**config.mk**
```make
export PLATFORM = sky130hd
export DESIGN_NAME = seq_det_event_monitor
export DESIGN_NICKNAME = d
export VERILOG_FILES = /design/src/rtl/seq_det_event_monitor.sv
export SDC_FILE = /design/constraint.sdc
export NUM_CORES = 1
export LEC_CHECK = 0
export CORE_AREA = 2 2 86 88
export CTS_CLUSTER_DIAMETER = 40
export DETAILED_ROUTE_END_ITERATION = 8
export DIE_AREA = 0 0 88 90
export PLACE_DENSITY = 0.58
export SLEW_MARGIN = 10
export SYNTH_ARGS = -nofsm -noshare
export SYNTH_HDL_FRONTEND = slang
export SYNTH_SLANG_ARGS = --single-unit
```
**constraint.sdc**
```tcl
create_clock -name clk -period 4.3 [get_ports clk]
set_input_delay 0.86 -clock clk [delete_from_list [all_inputs] [get_ports clk]]
set_output_delay 0.86 -clock clk [all_outputs]
set_load 0.005 [all_outputs]
```
**src/rtl/seq_det_event_monitor.sv**
```systemverilog
// -----------------------------------------------------------------------------
// seq_det_event_monitor
//
// Consumes the single-cycle detection pulse of a serial sequence detector and
// keeps running statistics on it:
//   * total event count (saturating, with a sticky overflow flag)
//   * gap, in enabled cycles, between the two most recent events
//   * hit count of the last completed fixed-length window
//   * sticky threshold alarm raised at window close, held until acknowledged
//
// Ports
//   clk        in   1      rising-edge clock
//   rst_n      in   1      synchronous active-low reset
//   en         in   1      1 = monitor runs; 0 = everything frozen, det_in ignored
//   det_in     in   1      detector output; each high cycle with en=1 is one event
//   clr        in   1      synchronous clear of statistics and alarm
//   alarm_ack  in   1      one-cycle acknowledge of a pending alarm
//   evt_cnt    out  CNT_W  events since reset/clr, saturating
//   win_cnt    out  CNT_W  event count of the last completed window
//   last_gap   out  CNT_W  cycles between the two most recent events, saturating
//   alarm      out  1      sticky threshold alarm
//   overflow   out  1      sticky; event arrived while evt_cnt was all-ones
//
// Parameters
//   CNT_W    width of every counter (2..)
//   WIN_LEN  window length in enabled cycles, 2..2^CNT_W
//   THRESH   window count at or above which the alarm is raised, 1..2^CNT_W-1
// -----------------------------------------------------------------------------
module seq_det_event_monitor #(
    parameter int CNT_W   = 8,
    parameter int WIN_LEN = 64,
    parameter int THRESH  = 4
) (
    input  logic             clk,
    input  logic             rst_n,
    input  logic             en,
    input  logic             det_in,
    input  logic             clr,
    input  logic             alarm_ack,
    output logic [CNT_W-1:0] evt_cnt,
    output logic [CNT_W-1:0] win_cnt,
    output logic [CNT_W-1:0] last_gap,
    output logic             alarm,
    output logic             overflow
);

    localparam logic [CNT_W-1:0] CNT_MAX  = {CNT_W{1'b1}};
    localparam logic [CNT_W-1:0] CNT_ZERO = {CNT_W{1'b0}};
    localparam logic [CNT_W-1:0] CNT_ONE  = CNT_W'(1);
    // Timer value of the closing cycle; WIN_LEN <= 2^CNT_W keeps this in range.
    localparam logic [CNT_W-1:0] WIN_LAST = CNT_W'(WIN_LEN - 1);
    localparam logic [CNT_W-1:0] THRESH_V = CNT_W'(THRESH);

    typedef enum logic [1:0] {
        IDLE  = 2'd0,
        RUN   = 2'd1,
        ALARM = 2'd2
    } state_t;

    // Increment that sticks at all-ones instead of wrapping.
    function automatic logic [CNT_W-1:0] sat_inc(input logic [CNT_W-1:0] v);
        if (v == CNT_MAX) begin
            sat_inc = v;
        end else begin
            sat_inc = v + CNT_ONE;
        end
    endfunction

    state_t           state_r;
    logic             alarm_flag_r;
    logic [CNT_W-1:0] gap_ctr_r;
    logic [CNT_W-1:0] win_timer_r;
    logic [CNT_W-1:0] win_acc_r;
    logic             seen_first_r;

    logic [CNT_W-1:0] evt_cnt_s;
    logic             overflow_s;
    logic [CNT_W-1:0] last_gap_s;
    logic [CNT_W-1:0] gap_ctr_s;
    logic             seen_first_s;
    logic [CNT_W-1:0] win_total_s;
    logic [CNT_W-1:0] win_timer_s;
    logic [CNT_W-1:0] win_acc_s;
    logic [CNT_W-1:0] win_cnt_s;
    logic             hit_s;

    // Next-state datapath for the enabled, non-clear case; holds when en=0.
    always_comb begin
        evt_cnt_s    = evt_cnt;
        overflow_s   = overflow;
        last_gap_s   = last_gap;
        gap_ctr_s    = gap_ctr_r;
        seen_first_s = seen_first_r;
        win_timer_s  = win_timer_r;
        win_acc_s    = win_acc_r;
        win_cnt_s    = win_cnt;
        hit_s        = 1'b0;
        // Window total including an event in the current cycle.
        win_total_s  = det_in ? sat_inc(win_acc_r) : win_acc_r;

        if (en) begin
            if (det_in) begin
                if (evt_cnt == CNT_MAX) begin
                    overflow_s = 1'b1;
                end else begin
                    evt_cnt_s = evt_cnt + CNT_ONE;
                end
                // The first event only arms the gap measurement.
                if (seen_first_r) begin
                    last_gap_s = sat_inc(gap_ctr_r);
                end else begin
                    last_gap_s = last_gap;
                end
                seen_first_s = 1'b1;
                gap_ctr_s    = CNT_ZERO;
            end else begin
                gap_ctr_s = sat_inc(gap_ctr_r);
            end

            if (win_timer_r == WIN_LAST) begin
                win_cnt_s   = win_total_s;
                win_acc_s   = CNT_ZERO;
                win_timer_s = CNT_ZERO;
                hit_s       = (win_total_s >= THRESH_V);
            end else begin
                win_acc_s   = win_total_s;
                win_timer_s = win_timer_r + CNT_ONE;
            end
        end else begin
            hit_s = 1'b0;
        end
    end

    // Statistics registers; clr has priority over every enabled update.
    always_ff @(posedge clk) begin
        if (!rst_n || clr) begin
            evt_cnt      <= CNT_ZERO;
            overflow     <= 1'b0;
            last_gap     <= CNT_ZERO;
            gap_ctr_r    <= CNT_ZERO;
            seen_first_r <= 1'b0;
            win_timer_r  <= CNT_ZERO;
            win_acc_r    <= CNT_ZERO;
            win_cnt      <= CNT_ZERO;
        end else begin
            evt_cnt      <= evt_cnt_s;
            overflow     <= overflow_s;
            last_gap     <= last_gap_s;
            gap_ctr_r    <= gap_ctr_s;
            seen_first_r <= seen_first_s;
            win_timer_r  <= win_timer_s;
            win_acc_r    <= win_acc_s;
            win_cnt      <= win_cnt_s;
        end
    end

    // Alarm FSM with registered alarm output; a window hit beats a same-cycle ack.
    always_ff @(posedge clk) begin
        if (!rst_n) begin
            state_r      <= IDLE;
            alarm_flag_r <= 1'b0;
            alarm        <= 1'b0;
        end else if (clr) begin
            state_r      <= en ? RUN : IDLE;
            alarm_flag_r <= 1'b0;
            alarm        <= 1'b0;
        end else if (!en) begin
            // Paused: flag is retained and still visible on the alarm output.
            state_r <= IDLE;
            alarm   <= alarm_flag_r;
        end else begin
            case (state_r)
                IDLE: begin
                    if (hit_s || (alarm_flag_r && !alarm_ack)) begin
                        state_r      <= ALARM;
                        alarm_flag_r <= 1'b1;
                        alarm        <= 1'b1;
                    end else begin
                        state_r      <= RUN;
                        alarm_flag_r <= 1'b0;
                        alarm        <= 1'b0;
                    end
                end
                RUN: begin
                    if (hit_s) begin
                        state_r      <= ALARM;
                        alarm_flag_r <= 1'b1;
                        alarm        <= 1'b1;
                    end else begin
                        state_r      <= RUN;
                        alarm_flag_r <= 1'b0;
                        alarm        <= 1'b0;
                    end
                end
                ALARM: begin
                    if (alarm_ack && !hit_s) begin
                        state_r      <= RUN;
                        alarm_flag_r <= 1'b0;
                        alarm        <= 1'b0;
                    end else begin
                        state_r      <= ALARM;
                        alarm_flag_r <= 1'b1;
                        alarm        <= 1'b1;
                    end
                end
                default: begin
                    state_r      <= IDLE;
                    alarm_flag_r <= 1'b0;
                    alarm        <= 1'b0;
                end
            endcase
        end
    end

endmodule
```
==> impl_metrics.ini, run 1 <==
[timing]
drv_slew = 0
hold_slack_ns = 0.458
setup_viol = 0
fin_crit_sh_pct = 65.0
relSlewSlack_pct = 52.1
setup_tns_ns = 0
fmax_mhz = 358
rsz0062_at_grt = false
tightestPinTransition_ns = 0.717
min_period_ns = 2.80
finalHoldViolations = 0
finClkSkew_ns = 0.00545

[route]
initialDrtViolationCount = 190
wl_per_cell_um = 13.8
drt-total-wl_um = 6160
route.detailed.drc = 0
viasPerCell = 5.41
drtAntennaViolNets = 0
routed-via-count = 2415
drt-pass1-iter-count = 4

[placement]
dpl_cell_area_um2 = 3090
place_congestion = 0.818
io_buffer_count = 31
dp_hpwl_um = 4330

[synth]
synth-main-ff-cell = dfxtp_1
ys_warn_count = 0
synthDistinctLibCells = 64
seq_area_frac_synth_pct = 39.0
synth_edf_count = 0
syn_nets = 332
synth_area_leader_cell = dfxtp_1
synthArstFlopShare_pct = 0
syn_area_um2 = 2720
ys_ff_latch = 53
syn_avg_cell_area_um2 = 8.46
yosysMostFrequentCell = dfxtp_1
synth_top_area_share_pct = 39.0
synth_common_cells = dfxtp_1 (53), a21oi_1 (36), nand2_1 (29)
synthCells = 322
synthTopCellsByArea = dfxtp_1 (39%), a21oi_1 (6.6%), nand2_1 (4.0%)

[finish]
final_net_count = 356
antenna_cells = 0
area_growth_pct = 17.8
multi_input_area_um2 = 1550
regArea_um2 = 1060
nFillCells = 712
design_area_um2 = 3210
drive_above_1_share_pct = 5.76

[worst_setup_path]
cp_top_family = buffers and inverters
worst-setup-path-type = input pin to flip-flop
cpPeakStageDelay_ns = 0.93
rrSetupSlack_ns = 2.26
cp_slowest_cell = clkdlybuf4s50_1
r2r_end = state_r[0]$_SDFF_PN0_
crit_fanout = 21
reg2regPathDepth = 5
cp-start-kind = input pin
r2r-start = win_timer_r[0]$_SDFFE_PP0P_
crit_chain = clkdlybuf4s50_1 > nand2_1 > nor3_4 > o31ai_1 > a31o_1
cp.required_ns = 4.51
path_buf_inv = 1
worstPathArrival_ns = 3.00
cp-end-kind = flip-flop

[clock_network]
ctsResizeCount = 0
numClockSinks = 53
insertion_delay_ns = 0.31
cts_root_buf = clkbuf_8
post-cts-setup-buffer-count = 0
numCtsBuffers = 5
cts_tree = done
ctsHoldBuffers = 0
cts_buffer_depth = 2
htreeDepth = 2
path_clk_slew_ns = 0.09

[power_and_ir_drop]
p_leak_uw = 0.00104
ir_worst_vdd_v = 0.000137
power_density_nw_per_um2 = 281

[floorplan]
fp.dieW_um = 88
die_h_um = 90
coreArea_um2 = 7020
die-area_um2 = 7920
boundaryPins = 32
rows = 31
start_util_pct = 38.8

[run]
cap_viol_max_count = 0

[global_route]
grt_max_degree = 36
grt.overflow.total = 0
antenna_found_initial = 0
grt_pass1_vias = 2200
track_usage_pct = 16.5
grt_pass1_wl_um = 10600

[worst_hold_path]
holdPathStages = 2
whs_endpoint = last_gap[2]$_SDFFE_PP0P_
hold_path.startpoint = last_gap[2]$_SDFFE_PP0P_
hold_path.class = flip-flop to flip-flop

[run_status]
status = completed
## per-layer routing
layer  up-vias  routed length [um]  GRT usage (%)
li1       1237                   -              -
met4         0                  57           5.13
met5         -                   0              0
met2        44                2750           24.3
met1      1130                3170           24.3
met3         4                 180           2.75
## through the flow
| stage | power (uW) | std cells | util (%) | setup slack, ns |
|---|---|---|---|---|
| 4_1_cts | 914 | 446 | 45.7 | 1.51 |
| 3_5_place_dp | 556 | 438 | 44.0 | 1.15 |
| 6_report | 902 | 446 | 45.7 | 1.50 |
| 3_3_place_gp | 556 | 438 | 44.0 | 1.23 |
| 2_1_floorplan | 539 | 322 | - | 2.26 |
| 5_1_grt | 942 | 446 | 45.7 | 1.38 |
## report_power, final
| group | switching, uW | internal (uW) |
|---|---|---|
| Clock | 168 | 190 |
| Sequential | 3.99 | 494 |
| Combinational | 28.9 | 17.2 |
## worst min-delay path, stage by stage, from the launching register on
cell     delay (ns)
dfxtp_1        0.32
nand2_1        0.05
a21oi_1        0.05
## layout by cell type, fill, tap and decap left out, drive strengths merged, types with 4 or more instances in the layout
master         Yosys  final
nand2             29     29
xor2               5      5
o211ai             6      6
a21oi             36     36
nor3               8      8
a31oi              5      5
nor2              27     27
or3                5      5
ha                 4      4
clkbuf             8      6
a311oi             4      4
o31ai              5      5
nand4              7      7
mux2i              5      5
and2               6      6
and3               7      7
dfxtp             53     53
nand3             18     18
clkdlybuf4s50      0     31
o21ai             11     11
inv                5      5
xnor2             10     10
## flip-flops by register name (all words and copies together) (netlist names)
name and cells:
gap_ctr_r 8, last_gap 8, evt_cnt 8, alarm_flag_r 1, win_acc_r 8, overflow 1, win_cnt 8, win_timer_r 8
seen_first_r 1, state_r 2
## worst max-delay path by stage
stage            from                        end  slack [ns]  cells after the start
6_report           en      state_r[0]$_SDFF_PN0_        1.50                      5
2_1_floorplan  det_in  alarm_flag_r$_SDFFE_PP0P_        2.26                      5
3_3_place_gp       en      state_r[0]$_SDFF_PN0_        1.23                      5
3_5_place_dp       en      state_r[0]$_SDFF_PN0_        1.15                      5
4_1_cts            en      state_r[0]$_SDFF_PN0_        1.51                      5
5_1_grt            en      state_r[0]$_SDFF_PN0_        1.38                      5
## layout make-up
cell class / count / area share, %
Multi-Input combinational cell: 247 / 48.5
Sequential cell: 53 / 33.1
Timing Repair Buffer: 33 / 10.1
Tap cell: 99 / 3.86
Clock buffer: 6 / 2.58
Clock inverter: 2 / 1.17
Inverter: 6 / 0.702
## cells by family after synthesis
family          share of synthesized area (%)
simple gates                             26.1
compound gates                           22.1
flops                                    39.0
buf+inv                                  3.95
xor+xnor                                 4.83
mux                                      2.25
fa+ha+maj                                1.84
(Power assumes the default switching activity.)
==> run 2, diff against run 1 <==
- PLACE_DENSITY: 0.58 -> 0.6
- clock period: 4.3 -> 2.4 ns (I/O delays scaled with it)
==> run 2 against run 1 <==
  * Via count is 2.7% higher
  * Count of clock-buffer cells in the layout rose by 1
  * First-iteration DRC count increased by 61%
  * Final area up 1.7%
  * Sequential cell count did not move
  * Core utilization grew 0.77 points
  * Worst setup slack got worse by 1.0 ns
  * Non-clock buffer count is 12 higher
  * Critical path type unchanged
  * Critical endpoint is now win_cnt[5]$_SDFFE_PP0P_
  * Largest power group unchanged
==> impl_metrics.ini, run 2 (synthesis results as in run 1) <==
[clock_network]
cts_tree = done
cts_buffer_depth = 2
numClockSinks = 53
insertion_delay_ns = 0.31
numCtsBuffers = 5
ctsHoldBuffers = 0
ctsResizeCount = 0
path_clk_slew_ns = 0.10
post-cts-setup-buffer-count = 0
cts_root_buf = clkbuf_8
htreeDepth = 2

[floorplan]
coreArea_um2 = 7020
start_util_pct = 38.8
die-area_um2 = 7920
rows = 31
fp.dieW_um = 88
boundaryPins = 32
die_h_um = 90

[worst_hold_path]
whs_endpoint = last_gap[0]$_SDFFE_PP0P_
holdPathStages = 2
hold_path.class = flip-flop to flip-flop
hold_path.startpoint = last_gap[0]$_SDFFE_PP0P_

[timing]
fin_crit_sh_pct = 80.9
finalHoldViolations = 0
drv_slew = 0
relSlewSlack_pct = 60.7
setup_tns_ns = 0
fmax_mhz = 515
min_period_ns = 1.94
tightestPinTransition_ns = 0.584
rsz0062_at_grt = false
setup_viol = 0
finClkSkew_ns = 0.0113

[worst_setup_path]
cp-start-kind = input pin
crit_top_cell = buf_4
crit_fanout = 8
r2r-start = win_timer_r[0]$_SDFFE_PP0P_
cpPeakStageDelay_ns = 0.60
rrSetupSlack_ns = 0.49
reg2regPathDepth = 6
cp-end-kind = flip-flop
cp_top_family = buffers and inverters
cp_slowest_cell = clkdlybuf4s50_1
worstPathArrival_ns = 2.17
worst-setup-path-type = input pin to flip-flop
r2r_end = win_cnt[5]$_SDFFE_PP0P_
path_buf_inv = 3
crit_chain = clkdlybuf4s50_1 > buf_4 > nand2_1 > nor3_4 > buf_4 > nor2_1 > a211oi_1
cp.required_ns = 2.63

[power_and_ir_drop]
p_leak_uw = 0.00108
power_density_nw_per_um2 = 458
power_uw = 1490
ir_worst_vdd_v = 0.000241

[global_route]
grt_pass1_vias = 2251
grt.overflow.total = 0
track_usage_pct = 16.3
antenna_found_initial = 0
grt_max_degree = 36
grt_pass1_wl_um = 10500

[route]
initialDrtViolationCount = 306
drt-pass1-iter-count = 4
drtAntennaViolNets = 0
route.detailed.drc = 0
drt-total-wl_um = 6280
viasPerCell = 5.41
wl_per_cell_um = 13.7
routed-via-count = 2479

[run]
cap_viol_max_count = 0

[run_status]
status = completed

[finish]
nFillCells = 708
multi_input_area_um2 = 1550
antenna_cells = 0
drive_above_1_share_pct = 8.36
regArea_um2 = 1060
mostFrequentLayoutCells = dfxtp_1 (53), a21oi_1 (36), clkdlybuf4s50_1 (31)
final_net_count = 368
final_common_cell = dfxtp_1
area_growth_pct = 19.8

[placement]
place_congestion = 0.869
dp_hpwl_um = 4550
io_buffer_count = 31
run 2: worst max path at each step:
stage / endpoint / startpoint / cells past startpoint / slack, ns
2_1_floorplan: alarm_flag_r$_SDFFE_PP0P_ / win_acc_r[0]$_SDFFE_PP0P_ / 6 / 0.60
3_3_place_gp: alarm_flag_r$_SDFFE_PP0P_ / det_in / 6 / 0.17
3_5_place_dp: alarm_flag_r$_SDFFE_PP0P_ / det_in / 6 / 0.15
4_1_cts: alarm_flag_r$_SDFFE_PP0P_ / det_in / 6 / 0.48
5_1_grt: win_acc_r[5]$_SDFFE_PP0P_ / det_in / 6 / 0.35
6_report: win_cnt[5]$_SDFFE_PP0P_ / en / 7 / 0.46
run 2: where the power goes:
group	internal, uW	leakage (uW)	switching (uW)	total [uW]
combinational	39.3	0.000613	54.3	93.6
sequential	885	0.000428	7.39	892
clock	208	0.0000385	299	507
total	1130	0.00108	361	1490
run 2: routing by layer:
layer	global-route usage, %	wire [um]	up-vias
met5	0	0	-
met4	5.00	93	0
met2	23.9	2830	42
li1	-	-	1264
met3	3.03	201	11
met1	24.0	3160	1162
run 2: tightest hold or removal path, stage by stage (launching register included):
cell and delay [ns]:
dfxtp_1 0.32, nand2_1 0.05, a21oi_1 0.05
run 2: metrics by stage:
| stage | std cells | setup WS, ns | area (um^2) | hold WS (ns) | util, % |
|---|---|---|---|---|---|
| after global placement | 450 | 0.171 | 3180 | 0.442 | 45.3 |
| after floorplan | 322 | 0.600 | 2720 | 0.448 | - |
| final | 458 | 0.460 | 3260 | 0.459 | 46.4 |
| after detailed placement | 450 | 0.150 | 3180 | 0.450 | 45.3 |
| after global routing | 458 | 0.352 | 3260 | 0.485 | 46.4 |
| after CTS | 458 | 0.476 | 3260 | 0.463 | 46.4 |
run 2: cell type report:
| class | instances | area share [%] |
|---|---|---|
| clock buffer | 7 | 2.34 |
| clock inverter | 1 | 0.230 |
| inverter | 6 | 0.691 |
| multi-input combinational | 247 | 47.7 |
| sequential | 53 | 32.5 |
| tap | 99 | 3.80 |
| timing repair buffer | 45 | 12.7 |
==> run 3, diff against run 2 <==
- PLACE_DENSITY: 0.6 -> 0.58
- clock period: 2.4 -> 1.9 ns (I/O delays scaled with it)
==> run 3 against run 2 <==
  * Count of clock-buffer cells in the layout is 1 lower
  * First-iteration DRC count fell by 35%
  * Register-to-register slack got worse by 0.35 ns
  * Sequential share of layout area shrank 2.4 points
  * Sequential cell count unchanged
  * Global-route usage up 1.2 points
  * Sequential power grew 26%
  * Clock skew decreased by 0.0011 ns
==> impl_metrics.ini, run 3 (synthesis results as in run 1) <==
[run_status]
status = completed

[finish]
area_growth_pct = 29.4
drive_above_1_share_pct = 15.6
mostFrequentLayoutCells = dfxtp_1 (53), buf_4 (37), a21oi_1 (36)
final_net_count = 393
nFillCells = 687
regArea_um2 = 1060
design_area_um2 = 3520
final_common_cell = dfxtp_1
antenna_cells = 0
multi_input_area_um2 = 1570

[clock_network]
insertion_delay_ns = 0.31
numClockSinks = 53
cts_buffer_depth = 2
htreeDepth = 2
path_clk_slew_ns = 0.09
numCtsBuffers = 5
cts_tree = done
ctsHoldBuffers = 0
cts_root_buf = clkbuf_8

[timing]
setup_tns_ns = 0
min_period_ns = 1.77
finalHoldViolations = 0
rsz0062_at_grt = false
finClkSkew_ns = 0.0102
relSlewSlack_pct = 74.5
setup_slack_ns = 0.132
setup_viol = 0
fin_crit_sh_pct = 93.1
fmax_mhz = 566
drv_slew = 0
tightestPinTransition_ns = 0.378

[route]
drt-total-wl_um = 6640
routed-via-count = 2580
route.detailed.drc = 0
initialDrtViolationCount = 200
drtAntennaViolNets = 0
drt-pass1-iter-count = 4
viasPerCell = 5.34
wl_per_cell_um = 13.7

[power_and_ir_drop]
pwr-share-comb_pct = 6.7
pwr-share-clk_pct = 38.4
switching_share_pct = 23.0
p_leak_uw = 0.00124
ir_worst_vdd_v = 0.000257
power_frac_seq_pct = 54.9
p_int_uw = 1580
power_density_nw_per_um2 = 581
p_switching_uw = 471

[global_route]
track_usage_pct = 17.4
grt_pass1_vias = 2381
antenna_found_initial = 0
grt_max_degree = 32
grt_pass1_wl_um = 11300
grt.overflow.total = 0

[floorplan]
die_h_um = 90
boundaryPins = 32
start_util_pct = 38.8
coreArea_um2 = 7020
rows = 31
die-area_um2 = 7920
fp.dieW_um = 88

[worst_setup_path]
rrSetupSlack_ns = 0.14
crit_fanout = 8
cp.required_ns = 2.14
worstPathArrival_ns = 2.00
cp-end-kind = flip-flop
worst-setup-path-type = input pin to flip-flop
cp-start-kind = input pin

[placement]
place_congestion = 0.884
io_buffer_count = 31
preCtsSetupSlack_ns = -0.250
dpl_cell_area_um2 = 3390
dp_hpwl_um = 4760

[run]
cap_viol_max_count = 0

[worst_hold_path]
hold_path.class = flip-flop to flip-flop
-- run 3: per-layer routing --
layer	track usage, %	vias up	part of all wire [%]	routed length [um]
met3	2.75	6	3.3	218
met1	25.8	1226	50	3320
met2	26.2	40	46	3030
li1	-	1308	-	-
met5	0	-	0	0
met4	4.49	0	1.1	72
-- run 3: path summary, 6_finish.rpt --
check,from,endpoint,cells after the start
worst max-delay path,en,alarm_flag_r$_SDFFE_PP0P_,5
worst min-delay path,win_cnt[2]$_SDFFE_PP0P_,win_cnt[2]$_SDFFE_PP0P_,2
worst max register to register,win_timer_r[0]$_SDFFE_PP0P_,win_cnt[4]$_SDFFE_PP0P_,6
worst min register to register,win_cnt[2]$_SDFFE_PP0P_,win_cnt[2]$_SDFFE_PP0P_,2
-- run 3: layout make-up --
cell class                      instances  area share [%]
Clock buffer                            6            2.06
Clock inverter                          2            1.10
Inverter                                6           0.639
Multi-Input combinational cell        247            44.7
Sequential cell                        53            30.1
Tap cell                               99            3.52
Timing Repair Buffer                   70            17.9
-- run 3: metrics by stage --
step | total power (uW) | cells | hold WS (ns) | utilization, %
detailed placement | 1290 | 475 | 0.449 | 48.3
global route | 2130 | 483 | 0.481 | 50.2
global placement | 1280 | 475 | 0.439 | 48.3
CTS | 2080 | 483 | 0.463 | 49.9
finish | 2050 | 483 | 0.457 | 50.2
floorplan | 1220 | 322 | 0.448 | -
-- run 3: power groups by stage --
stage | registers, uW | clock network, uW | logic [uW]
detailed placement | 1150 | 0 | 135
finish | 1120 | 787 | 137
floorplan | 1150 | 0 | 69.5
global placement | 1150 | 0 | 134
global route | 1130 | 847 | 152
CTS | 1120 | 815 | 136
-- run 3: timing repair --
action	4_1_cts	5_1_grt
endpoints found under the setup margin	0	8
buffers inserted	0	0
resized for setup	0	6
-- run 3: worst max-delay path, stage by stage --
cell and delay (ns):
clkdlybuf4s50_1 0.63, or4bb_1 0.45, nor4_1 0.29, a211oi_1 0.10, a41oi_1 0.16
==> RTL change 1, RTL diff (flow settings as in run 2) <==
The parameter `WIN_LEN` goes from 64 to 32.
--- a/src/rtl/seq_det_event_monitor.sv
+++ b/src/rtl/seq_det_event_monitor.sv
@@ -30,3 +30,3 @@
     parameter int CNT_W   = 8,
-    parameter int WIN_LEN = 64,
+    parameter int WIN_LEN = 32,
     parameter int THRESH  = 4
Function: no difference found for any inputs over 4 cycles, from zero or initial values and one cycle with rst_n low; that may be too few to reach the edited logic, so the function may still have changed.
==> RTL change 1 against run 2 <==
Design area fell by 6.6%. Clock skew shrank 0.0018 ns. Core utilization shrank 3.1 points. Combinational power is 9.6% lower. Via count down 7.4%. Routed wire length shrank 11%. Worst setup slack worse by 0.067 ns. Power rose by 5.1%. Area after synthesis is 7.8% lower. Sequential cell count unchanged. Largest cell class unchanged.
==> RTL change 1: results (changes against run 2) <==
GRT met2 Usage 23.36% (-0.57 points); first-pass GRT wire length 9673 um (-8.1%); Core Util, Final 43.36% (-3.1 points); port bufs 31 (unchanged); worst slew pin tran 0.6910 ns (+0.1069 ns); Clock Skew 0.009433 ns (-0.001847 ns); fillers 720 (+1.7%); met1 usage 20.31% (-3.7 points); Pwr Total 1.569 mW (+5.1%); pre-CTS setup slack 0.1659 ns (+0.01628 ns); syn_nets 326 (-1.8%); CP max-delay cell dfxtp_1; synth cell count leaders dfxtp_1, nor2_1, nand2_1, o21ai_0, a21oi_1; vias in the first global route 2,060 (-8.5%); switching share of power 22.10% (-2.1 points); DR WL met2 2495 um (-12%); Non-clk invs 5 (-1); vias post-DR 2,295 (-7.4%); Worst path max stage delay 0.48 ns (-0.12 ns); # clk buffers 5 (-2); final-layout clock-cell area share 3.411% (+0.84 points); pin count of the biggest net entering global routing 29 (-19%); peak supply drop 0.3587 mV (+49%); Seq group 0.890 mW (about the same); status complete, no violations; routability cong. 0.8246 (-5.2%); Non-clock buffering overhead 12.33% (-0.41 points); post-DR wirelength/cell 12.49 um (-8.9%); gr usage total 14.81% (-1.5 points); average cell area after synthesis 7.947 um^2 (-6.0%); Nets 356 (-3.3%); cell count after placement 438 (-2.7%); ANT nets after route 0 (unchanged); Iteration-0 DRC Markers 118 (-61%); P_leak 1.047 nW (-3.0%); Synth cell types 44 (-31%); crit path DAT 2.22 ns (+0.05 ns); met3 Use GR 3.673% (+0.64 points); multi-input combinational area share 44.72% (-2.9 points); metal3 WL 230 um (+14%); comb pwr 0.0846 mW (-9.6%); half-perimeter wire length after placement 3930 um (-14%); layout cells sized above 1 5.202% (-3.2 points); Seq Cell Count 53 (unchanged); CP top delay family compound AO/OA/AOI/OAI gates; sequential fraction of the synthesis area 42.25% (+3.3 points); dpl cell area 2940 um^2 (-7.4%); ranking of synthesized cells by area dfxtp_1, nor2_1, o21ai_0, a21oi_1, nand2_1; met1 wire length 2787 um (-12%); comb_multi_in 243 (-1.6%); Non-clk bufs 38 (-16%); Final Instance Count excl. Fillers 445 (-2.8%)
-- RTL change 1: worst paths after layout --
kind,slack (ns),startpoint,depth (start not counted),end
setup reg to reg,0.39,win_acc_r[0]$_SDFFE_PP0P_,7,state_r[1]$_SDFF_PP0_
hold reg to reg,0.46,last_gap[6]$_SDFFE_PP0P_,2,last_gap[6]$_SDFFE_PP0P_
setup / recovery,0.39,win_acc_r[0]$_SDFFE_PP0P_,7,state_r[1]$_SDFF_PP0_
hold / removal,0.46,last_gap[6]$_SDFFE_PP0P_,2,last_gap[6]$_SDFFE_PP0P_
-- RTL change 1: logic make-up (layout without fill, tap and decap cells) --
group / after synthesis / after routing / share of synthesized area, %
simple gates: 138 / 138 / 26.06
compound gates: 80 / 80 / 18.59
flops: 53 / 53 / 42.25
buf+inv: 20 / 50 / 3.538
xor+xnor: 16 / 16 / 5.581
mux: 5 / 5 / 1.993
fa+ha+maj: 4 / 4 / 1.993
==> RTL change 2, RTL diff (config.mk and constraints of run 2) <==
Without the edit above. Encoding of `state_t`: now one-hot (3 bits for 3 states).
--- a/src/rtl/seq_det_event_monitor.sv
+++ b/src/rtl/seq_det_event_monitor.sv
@@ -53,6 +53,6 @@
 
-    typedef enum logic [1:0] {
-        IDLE  = 2'd0,
-        RUN   = 2'd1,
-        ALARM = 2'd2
+    typedef enum logic [2:0] {
+        IDLE  = 3'b001,
+        RUN   = 3'b010,
+        ALARM = 3'b100
     } state_t;
Function: same outputs for any inputs over 4 cycles, from zero or initial values and one cycle with rst_n low; so few cycles prove little.
==> RTL change 2 against run 2 <==
Maximum frequency is 5.3% higher. Die area stayed put. Design area is 1.5% lower. Sequential cell count is 1 higher. Worst setup slack better by 0.098 ns. First-iteration DRC count is 72% lower. Routed wire length is 11% lower. Critical path depth is 1 lower. Area after synthesis is 1.6% lower. Clock skew is 0.0023 ns lower. Power is 5.3% higher. Sequential share of layout area is 1.1 points higher. Synthesized cell count is 4.7% lower. Critical path type unchanged. Critical endpoint is now state_r[1]$_SDFF_PN0_. Highest routed layer unchanged.
==> RTL change 2: results (changes against run 2) <==
status complete, no violations; post-synthesis adder-cell area fraction 1.867% (+0.029 points); Worst slew margin 72.20% (+11 points); cell count after placement 430 (-4.4%); CP top delay family buffers and inverters; gr usage total 14.92% (-1.4 points); Compound-Gate Fraction of Synth Area 18.86% (-3.2 points); first-pass GRT wire length 9784 um (-7.1%); post-DR wirelength/cell 12.73 um (-7.1%); Iteration-0 DRC Markers 86 (-72%); peak supply drop 0.3384 mV (+41%); vias post-DR 2,240 (-9.6%); sequential fraction of the synthesis area 40.34% (+1.4 points); Clock Skew 0.009017 ns (-0.002263 ns); vias in the first global route 2,200 (-2.3%); TritonCTS buffer count 5 (unchanged); ranking of synthesized cells by area dfxtp_1, nor2_1, nand2_1, mux2i_1, a21oi_1; average cell area after synthesis 8.730 um^2 (+3.2%); synth cell count leaders dfxtp_1, nor2_1, nand2_1, a21oi_1; Antenna Cells 0 (unchanged); # Post-CTS Setup Buffers 0 (unchanged); layout cells sized above 1 10.62% (+2.3 points); fillers 707 (-0.14%); P_leak 1.121 nW (+3.9%); pin count of the biggest net entering global routing 38 (+5.6%); Hold WC Path Type register to register; Final Instance Count excl. Fillers 438 (-4.4%); mux share of post-synthesis cell area 5.089% (+2.8 points); syn_nets 317 (-4.5%); Sw Pwr 0.3649 mW (+1.1%); Synth cell types 59 (-7.8%); port bufs 31 (unchanged); latest clock arrival within the worst-skew pair 0.31 ns (about the same); Nets 348 (-5.4%); DR pass1 iterations 5 (+1); critical-path maximum fanout 5 (-3); root buffer cell clkbuf_8; Synth Area in XOR/XNOR 5.556% (+0.73 points); half-perimeter wire length after placement 3917 um (-14%); antenna violations before repair 0 (unchanged); routability cong. 0.7878 (-9.4%); crit path DAT 2.05 ns (-0.12 ns)
## RTL change 2: cell types whose count changed in the layout (fill, tap and decap cells not counted), sizes merged, moves of 4 or more
cell	before	now
nor2	27	46
and2	6	2
a211oi	3	8
a311oi	4	0
a21oi	36	18
xor2	5	9
buf	14	7
nand3	18	9
o31ai	5	1
mux2i	5	11
## RTL change 2: path summary, 6_finish.rpt
kind	endpoint	slack, ns	startpoint	depth (start not counted)
max	state_r[1]$_SDFF_PN0_	0.56	det_in	6
min	last_gap[2]$_SDFFE_PP0P_	0.47	last_gap[2]$_SDFFE_PP0P_	2
max reg2reg	state_r[1]$_SDFF_PN0_	0.56	win_timer_r[0]$_SDFFE_PP0P_	6
min reg2reg	last_gap[2]$_SDFFE_PP0P_	0.47	last_gap[2]$_SDFFE_PP0P_	2
## RTL change 2: power by group through the flow
stage	clock (mW)	sequential, mW	combinational [mW]
3_5_place_dp	0	0.932	0.0908
6_report	0.570	0.911	0.0905
4_1_cts	0.599	0.911	0.0916
3_3_place_gp	0	0.932	0.0912
2_1_floorplan	0	0.929	0.0590
5_1_grt	0.627	0.913	0.101
## RTL change 2: cell type report
type | instances | area [um^2] | area share (%)
clock buffers | 7 | 96.34 | 3.001
clock inverters | 1 | 8.758 | 0.2728
inverters | 7 | 26.28 | 0.8184
flip-flops and latches | 54 | 1081 | 33.67
repair buffers | 38 | 375.4 | 11.69
well taps | 99 | 123.9 | 3.858
multi-input cells | 232 | 1499 | 46.69
## RTL change 2: logic make-up (layout without fill, tap and decap cells)
family | after synthesis | in the layout
AND/OR/NAND/NOR | 129 | 129
AO/OA/AOI/OAI | 69 | 69
flip-flops | 54 | 54
buffers and inverters | 21 | 53
XOR/XNOR | 17 | 17
multiplexers | 13 | 13
adder cells (fa/ha/maj) | 4 | 4
## RTL change 2: worst min-delay path, cell delays in order (launching register included)
cell	delay [ns]
dfxtp_1	0.32
nand2_1	0.05
a21oi_1	0.05
## RTL change 2: metal layers
metal / vias up / GRT usage [%] / routed length [um]
met5: - / 0 / 0
met4: 0 / 4.231 / 72
met3: 7 / 2.663 / 167
met2: 30 / 24.37 / 2543
met1: 1045 / 19.94 / 2794
li1: 1158 / - / -
## RTL change 2: metrics by stage
stage                     power [mW]  hold slack [ns]  area, um^2  setup slack (ns)
after global placement         1.023           0.4402        3105            0.2484
final                          1.572           0.4684        3211            0.5580
after global routing           1.640           0.4886        3211            0.3957
after floorplan               0.9879           0.4482        2680            0.8002
after CTS                      1.602           0.4667        3211            0.5601
after detailed placement       1.023           0.4479        3105            0.2201
